[src/rtl/program_sequencer_if.sv]
// program_sequencer_if: ROM fetch bus plus ICU dispatch/completion signals of the MC14500B sequencer
interface program_sequencer_if #(parameter int ADDR_W = 8);
  logic              mem_req;
  logic [ADDR_W-1:0] mem_addr;
  logic              mem_ack;
  logic [7:0]        mem_rdata;
  logic [7:0]        instr;
  logic              instr_valid;
  logic              icu_reset;
  logic              icu_done;
  logic              flag_jmp;
  logic              flag_rtn;
  logic              flag_skip;
  logic              flag_f;
  logic [ADDR_W-1:0] jmp_target;
  modport master (
    output mem_req, mem_addr, instr, instr_valid, icu_reset,
    input  mem_ack, mem_rdata, icu_done, flag_jmp, flag_rtn, flag_skip, flag_f, jmp_target
  );
  modport slave (
    input  mem_req, mem_addr, instr, instr_valid, icu_reset,
    output mem_ack, mem_rdata, icu_done, flag_jmp, flag_rtn, flag_skip, flag_f, jmp_target
  );
endinterface

[src/rtl/program_sequencer.sv]
// program_sequencer: MC14500B fetch/dispatch controller; define SEQ_RETURN_STACK_EN for a JMP/RTN return stack
module program_sequencer #(
  parameter int ADDR_W         = 8,
  parameter int STARTUP_CYCLES = 2,
  parameter int STACK_DEPTH    = 4
) (
  input  logic                i_clk,
  input  logic                i_reset_n,
  input  logic                i_run,
  program_sequencer_if.master bus,
  output logic                o_halted,
  output logic                o_stack_err
);
  localparam logic [2:0] STARTUP  = 3'd0;
  localparam logic [2:0] IDLE     = 3'd1;
  localparam logic [2:0] FETCH    = 3'd2;
  localparam logic [2:0] DISPATCH = 3'd3;
  localparam logic [2:0] WAIT     = 3'd4;
  localparam logic [2:0] HALT     = 3'd5;
  localparam int CNT_W = STARTUP_CYCLES > 1 ? $clog2(STARTUP_CYCLES) : 1;
  logic [2:0]        r_state;
  logic [ADDR_W-1:0] r_pc, w_pc_inc, w_rtn_pc;
  logic [CNT_W-1:0]  r_cnt;
  logic [7:0]        r_instr;
  logic              r_skip, w_rtn_skip;
  assign w_pc_inc        = r_pc + ADDR_W'(1);
  assign bus.mem_req     = r_state == FETCH;
  assign bus.mem_addr    = r_pc;
  assign bus.instr       = r_instr;
  assign bus.instr_valid = r_state == DISPATCH;
  assign bus.icu_reset   = r_state == STARTUP;
  assign o_halted        = r_state == HALT;
  always_ff @(posedge i_clk or negedge i_reset_n)
    if (!i_reset_n) begin
      r_state <= STARTUP;
      r_pc    <= '0;
      r_cnt   <= '0;
      r_skip  <= 1'b0;
      r_instr <= '0;
    end else begin
      case (r_state)
        STARTUP: begin
          r_cnt <= r_cnt + CNT_W'(1);
          if (r_cnt == CNT_W'(STARTUP_CYCLES - 1)) r_state <= IDLE;
        end
        IDLE: if (i_run) r_state <= FETCH;
        FETCH: if (bus.mem_ack) begin
          // a pending skip consumes the fetched word without dispatching it
          r_state <= r_skip ? IDLE : DISPATCH;
          r_skip  <= 1'b0;
          if (r_skip) r_pc <= w_pc_inc;
          else r_instr <= bus.mem_rdata;
        end
        DISPATCH: r_state <= WAIT;
        WAIT: if (bus.icu_done) begin
          r_state <= bus.flag_f ? HALT : IDLE;
          if (!bus.flag_f) begin
            r_pc   <= bus.flag_jmp ? bus.jmp_target : bus.flag_rtn ? w_rtn_pc : w_pc_inc;
            r_skip <= !bus.flag_jmp && (bus.flag_rtn ? w_rtn_skip : bus.flag_skip);
          end
        end
        default: ;
      endcase
    end
`ifdef SEQ_RETURN_STACK_EN
  localparam int SP_W  = $clog2(STACK_DEPTH + 1);
  localparam int IDX_W = STACK_DEPTH > 1 ? $clog2(STACK_DEPTH) : 1;
  logic [ADDR_W-1:0] r_stack [STACK_DEPTH];
  logic [SP_W-1:0]   r_sp;
  logic              r_err, w_full, w_empty, w_done, w_jmp, w_rtn;
  assign w_done      = r_state == WAIT && bus.icu_done && !bus.flag_f;
  assign w_jmp       = w_done && bus.flag_jmp;
  assign w_rtn       = w_done && !bus.flag_jmp && bus.flag_rtn;
  assign w_full      = r_sp == SP_W'(STACK_DEPTH);
  assign w_empty     = r_sp == '0;
  assign w_rtn_pc    = w_empty ? '0 : r_stack[IDX_W'(r_sp - SP_W'(1))];
  assign w_rtn_skip  = 1'b0;
  assign o_stack_err = r_err;
  always_ff @(posedge i_clk or negedge i_reset_n)
    if (!i_reset_n) begin
      r_sp  <= '0;
      r_err <= 1'b0;
    end else begin
      if ((w_jmp && w_full) || (w_rtn && w_empty)) r_err <= 1'b1;
      if (w_jmp && !w_full) r_sp <= r_sp + SP_W'(1);
      if (w_rtn && !w_empty) r_sp <= r_sp - SP_W'(1);
    end
  always_ff @(posedge i_clk)
    if (w_jmp && !w_full) r_stack[IDX_W'(r_sp)] <= w_pc_inc;
`else
  // native MC14500B: RTN just skips the following word
  assign w_rtn_pc    = w_pc_inc;
  assign w_rtn_skip  = 1'b1;
  assign o_stack_err = 1'b0;
`endif
endmodule

[src/flat_wrapper.sv]
// flat-port wrapper written by rule: the top's interface ports become plain ports
module program_sequencer_flat 
#(
  parameter int ADDR_W         = 8,
  parameter int STARTUP_CYCLES = 2,
  parameter int STACK_DEPTH    = 4
)
  (i_clk, i_reset_n, i_run, o_halted, o_stack_err, bus_mem_req, bus_mem_addr, bus_instr, bus_instr_valid, bus_icu_reset, bus_mem_ack, bus_mem_rdata, bus_icu_done, bus_flag_jmp, bus_flag_rtn, bus_flag_skip, bus_flag_f, bus_jmp_target);
  program_sequencer_if #(.ADDR_W(ADDR_W)) bus_i ();
  input  logic i_clk;
  input  logic i_reset_n;
  input  logic i_run;
  output logic o_halted;
  output logic o_stack_err;
  output wire logic [$bits(bus_i.mem_req)-1:0] bus_mem_req;
  output wire logic [$bits(bus_i.mem_addr)-1:0] bus_mem_addr;
  output wire logic [$bits(bus_i.instr)-1:0] bus_instr;
  output wire logic [$bits(bus_i.instr_valid)-1:0] bus_instr_valid;
  output wire logic [$bits(bus_i.icu_reset)-1:0] bus_icu_reset;
  input wire logic [$bits(bus_i.mem_ack)-1:0] bus_mem_ack;
  input wire logic [$bits(bus_i.mem_rdata)-1:0] bus_mem_rdata;
  input wire logic [$bits(bus_i.icu_done)-1:0] bus_icu_done;
  input wire logic [$bits(bus_i.flag_jmp)-1:0] bus_flag_jmp;
  input wire logic [$bits(bus_i.flag_rtn)-1:0] bus_flag_rtn;
  input wire logic [$bits(bus_i.flag_skip)-1:0] bus_flag_skip;
  input wire logic [$bits(bus_i.flag_f)-1:0] bus_flag_f;
  input wire logic [$bits(bus_i.jmp_target)-1:0] bus_jmp_target;
  assign bus_mem_req = bus_i.mem_req;
  assign bus_mem_addr = bus_i.mem_addr;
  assign bus_instr = bus_i.instr;
  assign bus_instr_valid = bus_i.instr_valid;
  assign bus_icu_reset = bus_i.icu_reset;
  assign bus_i.mem_ack = bus_mem_ack;
  assign bus_i.mem_rdata = bus_mem_rdata;
  assign bus_i.icu_done = bus_icu_done;
  assign bus_i.flag_jmp = bus_flag_jmp;
  assign bus_i.flag_rtn = bus_flag_rtn;
  assign bus_i.flag_skip = bus_flag_skip;
  assign bus_i.flag_f = bus_flag_f;
  assign bus_i.jmp_target = bus_jmp_target;
  program_sequencer #(.ADDR_W(ADDR_W), .STARTUP_CYCLES(STARTUP_CYCLES), .STACK_DEPTH(STACK_DEPTH)) u_core (.i_clk(i_clk), .i_reset_n(i_reset_n), .i_run(i_run), .bus(bus_i), .o_halted(o_halted), .o_stack_err(o_stack_err));
endmodule
[config.mk]
export PLATFORM = sky130hd
export DESIGN_NAME = program_sequencer_flat
export DESIGN_NICKNAME = d
export VERILOG_FILES = /design/src/rtl/program_sequencer_if.sv /design/src/rtl/program_sequencer.sv /design/src/flat_wrapper.sv
export SDC_FILE = /design/constraint.sdc
export NUM_CORES = 1
export LEC_CHECK = 0
export CORE_UTILIZATION = 30
export DETAILED_ROUTE_END_ITERATION = 10
export PLACE_DENSITY_LB_ADDON = 0.1
export SYNTH_ARGS = -nofsm -noshare
export SYNTH_HDL_FRONTEND = slang
export SYNTH_SLANG_ARGS = --single-unit
[constraint.sdc]
create_clock -name i_clk -period 2.45 [get_ports i_clk]
set_clock_uncertainty 0.15 [all_clocks]
set_input_delay 0.49 -clock i_clk [delete_from_list [all_inputs] [get_ports i_clk]]
set_output_delay 0.49 -clock i_clk [all_outputs]
set_load 0.01 [all_outputs]
==> metrics.md <==
| Metric | Value |
|---|---|
| Final Setup Violations | `0` |
| Logic pwr share | `47.5%` |
| CP top delay family | `buffers and inverters` |
| Status | `complete, no violations` |
| Crit path depth | `2` |
| Clock tree buffer depth | `2` |
| CP max stage cell | `clkdlybuf4s50_1` |
| Area growth, synth to finish | `45.3%` |
| DP Area | `1620 sq um` |
| Most common cell in the netlist | `dfrtp_1` |
| Worst-path clk slew | `0.08 ns` |
| Switch share | `between 30% and 40%` |
| Wire length of the first global-routing pass | `around 4500 um` |
| Post-Synthesis Cells | `110` |
| Yosys warning count | `0` |
| Length of the first detailed-routing pass in iterations | `4` |
| Flop pwr share | `around two fifths` |
| R2R Path End | `u_core.bus.instr[2]$_DFFE_PN0P_` |
| Via density | `4.98` |
| Wl on met1 | `1160 um` |
| Hold Vio Cnt, Final | `0` |
| Drt total wl | `2620 um` |
| Peak Freq | `428 MHz` |
| Type of the worst min-delay path | `flop to flop` |
| Clock Power Share | `about 13%` |
| CTS sink cnt | `21` |
| Largest net degree at the start of global routing | `22` |
| Fin crit period | `between 2 and 2.5 ns` |
| Ys async rst share | `100%` |
| Die X | `64.0 um` |
| GPL Wtd Cong | `0.736` |
| Share of layout cells above drive strength 1 | `17.5%` |
| Ys flop type | `dfrtp_1` |
| CTS tree | `yes` |
| Root Buffer | `clkbuf_8` |
| RSZ-0062 raised after global routing | `no` |
| Synthesized cell area | `approximately 1200 sq um` |
| Avg Cell Area, Syn | `around 10 sq um` |
| Required @ worst endpoint | `1.81 ns` |
| GRT Residual Overflow | `0` |
| Fin crit share | `~95%` |
| Power Density | `1060 nW/um^2` |
| Setup TNS | `0 ns` |
| Final nets | `181` |
| WL per Instance | `~13 um` |
| Peak VDD IR | `0.672 mV` |
| Die height | `64.0 um` |
| Post-synth top area share | `45.6%` |
| Top sig layer | `met4` |
| Filler cells | `380` |
| Port Buffer Count | `44` |
| Sw Pwr | `0.641 mW` |
| ANT cells | `0` |
| Worst Path Buf+Inv | `1` |
| P_int | `between 1 and 1.5 mW` |
| Fin area | `1680 sq um` |
| CP cell instances | `nor3b_2 > clkdlybuf4s50_1` |
| FF-to-FF path depth | `4` |
| Cts hold-fix bufs | `0` |
| CP peak stage delay | `between 0.5 and 0.6 ns` |
| Row Count | `22` |
| DR vias | `about 1000` |
| Synth top area cells | `dfrtp_1, mux2_2, a21oi_1` |
| Vias in the first global route | `947` |
| Critical path endpoint | `bus_mem_req` |
| Synth cell count leaders | `dfrtp_1, a21oi_1, nand2_1` |
| Core ar. | `3660 sq um` |
| Number of I/O pins | `46` |
| Register area share after synthesis | `45.6%` |
| Initial antenna violation count | `0` |
| Static Leakage | `0.677 nW` |
| Crit. End Element | `output port` |
| Post-synthesis net count | `between 100 and 150` |
| Crit Path Max Fanout | `15` |
| Clk Latency, worst-skew pair | `about 0.26 ns` |
| Setup crit start | `u_core.r_state[0]$_DFFE_PN0P_` |
| Synth area leader | `dfrtp_1` |
| WL met2 | `about 1300 um` |
| R2R Setup Slk | `0.60 ns` |
| Initial Utilization | `approximately a third` |
| Initial DRC Count | `54` |
| Wire length on met3 | `roughly 150 um` |
| Pins Over Slew Limit | `0` |
| DRC | `0` |
| Final Power | `approximately 1.8 mW` |
| Distinct cells, synth | `34` |
| DRT antenna net count | `0` |
| Tot GR Track Use | `14.0%` |
| Crit path kind | `flop to output port` |
| H-tree levels | `1` |
| Register bit total from synthesis | `21` |
| Critical Path AT | `1.70 ns` |
| Max-Cap Viols | `0` |
| Die Area | `4100 sq um` |
| DPL Wire Length | `roughly 2000 um` |
| CTS Buf Count | `3` |
| Post-synth EDFFs | `0` |
| Worst r2r src | `u_core.r_state[0]$_DFFE_PN0P_` |
| Critical Path Source Type | `flop` |
==> power by group through the flow <==
stage	Clock, mW	Combinational [mW]	Sequential [mW]
after floorplan	0	0.430	0.708
after global placement	0	0.841	0.698
after detailed placement	0	0.855	0.707
after CTS	0.242	0.858	0.703
after global routing	0.257	0.935	0.743
final	0.231	0.846	0.706
==> metal layers <==
| layer | track usage [%] | up-vias |
|---|---|---|
| li1 | - | 487 |
| met4 | 1.70 | 0 |
| met5 | 0 | - |
| met2 | 24.2 | 31 |
| met1 | 17.2 | 485 |
| met3 | 4.64 | 2 |
==> repair_timing <==
| action | 4_1_cts | 5_1_grt |
|---|---|---|
| resized for setup | 0 | 2 |
| buffers inserted | 0 | 0 |
| endpoints found under the hold margin | 0 | 0 |
| endpoints found under the setup margin | 0 | 1 |
==> sequential cells by signal, indices dropped and copies added, names as in the netlist <==
signal and flops:
u_core.bus.instr 8, u_core.bus.mem_addr 8, u_core.r_state 3, u_core.r_cnt 1, u_core.r_skip 1
==> cells by family after synthesis <==
family / share of synthesized area [%]
xor+xnor: 0.759
other cells: 0.325
compound gates: 16.4
simple gates: 21.1
flops: 45.6
fa+ha+maj: 1.08
mux: 9.65
buf+inv: 5.10
==> final cells by class <==
class                      count  area (sq um)  share of cell area, %
tap                           48          60.1                   3.58
sequential                    21           527                   31.4
multi-input combinational     81           574                   34.3
clock buffer                   3          41.3                   2.46
clock inverter                 1          7.51                  0.448
inverter                       1          3.75                  0.224
timing repair buffer          47           463                   27.6
==> per-stage QoR <==
step / hold slack, ns / instances / setup slack, ns / utilization (%)
after global routing: 0.382 / 202 / 0.0421 / 45.8
after global placement: 0.314 / 198 / 0.361 / 44.3
after detailed placement: 0.334 / 198 / 0.321 / 44.3
final: 0.346 / 202 / 0.113 / 45.8
after floorplan: 0.0444 / 110 / 0.785 / -
after CTS: 0.350 / 202 / 0.0557 / 45.6
==> cell usage in the layout, fill, tap and decap left out, types with 2 or more instances in the layout <==
cell type and n:
a21oi_1 14, and3b_1 2, buf_4 3, clkbuf_8 3, clkdlybuf4s50_1 44, dfrtp_1 20, mux2_2 9, nand2_1 12
nand2b_1 2, nand3_1 4, nand4bb_1 3, nor2_1 4, o21ai_0 8, o22ai_1 2, o32ai_1 2
==> how the worst min path moves through the flow <==
stage,startpoint,end,slack [ns],cells past startpoint
floorplan,i_reset_n,u_core.bus.instr[0]$_DFFE_PN0P_,0.04,0
global placement,u_core.r_cnt$_DFFE_PN0N_,u_core.r_cnt$_DFFE_PN0N_,0.31,1
detailed placement,u_core.r_cnt$_DFFE_PN0N_,u_core.r_cnt$_DFFE_PN0N_,0.33,1
CTS,u_core.r_cnt$_DFFE_PN0N_,u_core.r_cnt$_DFFE_PN0N_,0.35,1
global route,u_core.bus.instr[5]$_DFFE_PN0P_,u_core.bus.instr[5]$_DFFE_PN0P_,0.38,1
finish,u_core.r_cnt$_DFFE_PN0N_,u_core.r_cnt$_DFFE_PN0N_,0.35,1
Note: power is estimated with default switching activity, not from simulation.
==> RTL edit (config.mk and constraints unchanged) <==
`ADDR_W` is set to 8 in 3 places; all go to 9.
--- a/src/rtl/program_sequencer_if.sv
+++ b/src/rtl/program_sequencer_if.sv
@@ -1,4 +1,4 @@
 // program_sequencer_if: ROM fetch bus plus ICU dispatch/completion signals of the MC14500B sequencer
-interface program_sequencer_if #(parameter int ADDR_W = 8);
+interface program_sequencer_if #(parameter int ADDR_W = 9);
   logic              mem_req;
   logic [ADDR_W-1:0] mem_addr;
--- a/src/rtl/program_sequencer.sv
+++ b/src/rtl/program_sequencer.sv
@@ -1,5 +1,5 @@
 // program_sequencer: MC14500B fetch/dispatch controller; define SEQ_RETURN_STACK_EN for a JMP/RTN return stack
 module program_sequencer #(
-  parameter int ADDR_W         = 8,
+  parameter int ADDR_W         = 9,
   parameter int STARTUP_CYCLES = 2,
   parameter int STACK_DEPTH    = 4
--- a/src/flat_wrapper.sv
+++ b/src/flat_wrapper.sv
@@ -2,5 +2,5 @@
 module program_sequencer_flat 
 #(
-  parameter int ADDR_W         = 8,
+  parameter int ADDR_W         = 9,
   parameter int STARTUP_CYCLES = 2,
   parameter int STACK_DEPTH    = 4
Interface: changed (resized bus_jmp_target and bus_mem_addr); port bits go from 46 to 48. The function was not compared with the original's and may differ.
==> RTL edit against the original RTL <==
Routed wire length fell by 1.8%; sequential cell count rose by 1; final area rose by 3.3%; global-route usage fell by 0.73 points; worst hold slack got worse by 0.026 ns; synthesized area rose by 3.3%; setup slack improved by 0.017 ns; largest cell class unchanged.
Power is not compared: it rests on default switching activity, and its combinational part moved more than twofold at a synthesized area within 25%.
==> RTL edit: results (changes against the original RTL) <==
Logic synthesis
  • Post-synthesis compound-gate area fraction: 0.185 (+0.0211)
  • Post-synth ARST share: 1.00 (unchanged)
  • Top post-synthesis cells by count: dfrtp_1, a21oi_1, nand2_1, mux2_1, nand3_1
  • Xor/xnor share of the synthesized area: 0.00735 (-0.000239)
  • Cell variety after synth: 37 (+8.8%)
  • Synthesized Nets: 143 (+5.1%)
  • Post-synthesis mux area share: 0.101 (+0.00431)
  • YS warnings: 0 (unchanged)
  • Post-synthesis adder-cell area fraction: 0.0105 (-0.000342)
  • Post-synthesis sequential area ratio: 0.462 (+0.00665)
  • Top cells by area, synth: dfrtp_1, mux2_1, a21oi_1, nand2_1, mux2i_1

CTS
  • Clk root buf: clkbuf_8
  • Inserted Clock Buffers: 3 (unchanged)
  • Clk slew on worst S/H paths: ~0.070 ns
  • H-tree levels: 1 (unchanged)
  • # Post-CTS Setup Buffers: 0 (unchanged)
  • Clock Latency Late Sink: approximately 0.25 ns
  • Clock buffer depth: 2 (unchanged)

Cells and area
  • Antenna Cells: 0 (unchanged)
  • Final-stage net count: 189 (+4.4%)
  • Layout cells sized above 1: 0.0688 (-0.107)
  • Max FFs per register: 9
  • Fillers: 378 (-0.53%)

Outcome
  • Status: complete, no violations

Place
  • Placed cell areas: 1690 sq um (+3.9%)
  • Routability cong.: 0.743 (+0.98%)
  • DP HPWL: 1.91 mm (-2.9%)
  • Place WS: 0.200 ns (-0.122 ns)
  • Port bufs: 46 (+4.5%)

Hold path
  • Hold crit path type: flip-flop to flip-flop

Global route
  • Largest net degree at the start of global routing: 24 (+9.1%)
  • Vias in the first global route: 993 (+4.9%)
  • Overall Global Routing Usage: 0.132 (-0.00730)
  • Initial antenna violation count: 0 (unchanged)
  • First-pass GRT wire length: 4.31 mm (-3.6%)

Drt
  • First-pass iteration count of the detailed router: 4 (unchanged)
  • Post-Route WL: 2.58 mm (-1.8%)
  • First DRT Iteration DRCs: 87 (+61%)
  • Total vias in the final route: 1011 (+0.60%)

Setup path
  • Slowest cell on the critical path: dfrtp_1
  • Worst Path Max Fanout: 13 (-2)
  • CP delay by family, top: flip-flops
  • Worst Path Arrival: 1.68 ns (-0.02 ns)
  • CP peak stage delay: 0.62 ns (+0.04 ns)

Flow run
  • MaxCap Viol Count: 0 (unchanged)

Pwr
  • Leakage: between 0.7 and 0.8 nW
  • Peak VDD IR: around 0.20 mV
[RTL edit: cell types whose count changed after synthesis, moves of 3 or more]
cell,unedited run,this run
mux2_2,9,0
a21boi_1,0,3
o21ai_1,0,3
mux2_1,0,8
a2bb2oi_1,0,3
o21ai_0,8,2
[RTL edit: timing repair]
item | 4_1_cts | 5_1_grt
setup endpoints to repair | 0 | 1
gates resized for setup | 0 | 1
hold buffers | 0 | 0
[RTL edit: cell families after synthesis]
logic type                 Yosys count
other                                1
muxes                               11
xor gates and xnor gates             1
buffers and inverters               10
AOI/OAI and AO/OA                   34
DFF                                 22
and+or+nand+nor                     36
adders and majority gates            1
[RTL edit: worst reg2reg max path, delay by kind of cell, from the launching register on]
| kind | cells | cell delay [ns] |
|---|---|---|
| compound gates | 3 | 0.81 |
| flops | 1 | 0.53 |
| simple gates | 1 | 0.32 |
[RTL edit: path summary, 6_finish.rpt]
| path | start | endpoint | slack, ns | cells after the start |
|---|---|---|---|---|
| max | u_core.r_state[2] | o_halted | 0.13 | 2 |
| min | u_core.r_cnt | u_core.r_cnt | 0.32 | 1 |
| max reg2reg | u_core.r_state[1] | u_core.bus.mem_addr[6] | 0.56 | 4 |
| min reg2reg | u_core.r_cnt | u_core.r_cnt | 0.32 | 1 |
| max in group asynchronous | i_reset_n | u_core.r_state[2] | 1.48 | 2 |
| min in group asynchronous | i_reset_n | u_core.bus.mem_addr[3] | 0.43 | 2 |
[RTL edit: area by class of cell]
cell class,instances,area share
multi-input combinational,84,0.342
sequential,22,0.318
timing repair buffer,48,0.275
tap,48,0.0347
clock buffer,3,0.0238
inverter,3,0.00650
[RTL edit: per-stage QoR]
step / utilization / hold slack, ns / cells
floorplan: - / 0.0444 / 116
global route: 0.463 / 0.354 / 208
global placement: 0.450 / 0.309 / 205
detailed placement: 0.450 / 0.308 / 205
finish: 0.463 / 0.320 / 208
CTS: 0.461 / 0.323 / 208
[RTL edit: layer usage]
layer / vias to the layer above / wire [um] / track usage
met5: - / 0 / 0
met4: 0 / 20 / 0.0408
met3: 2 / 147 / 0.0282
met2: 28 / 1240 / 0.225
met1: 470 / 1170 / 0.166
li1: 511 / - / -
[RTL edit: power breakdown]
group | internal [mW] | switching, mW | total (mW)
Clock | 0.109 | 0.107 | 0.216
Sequential | 0.363 | 0 | 0.363
Combinational | 0.0379 | 0.0181 | 0.0560
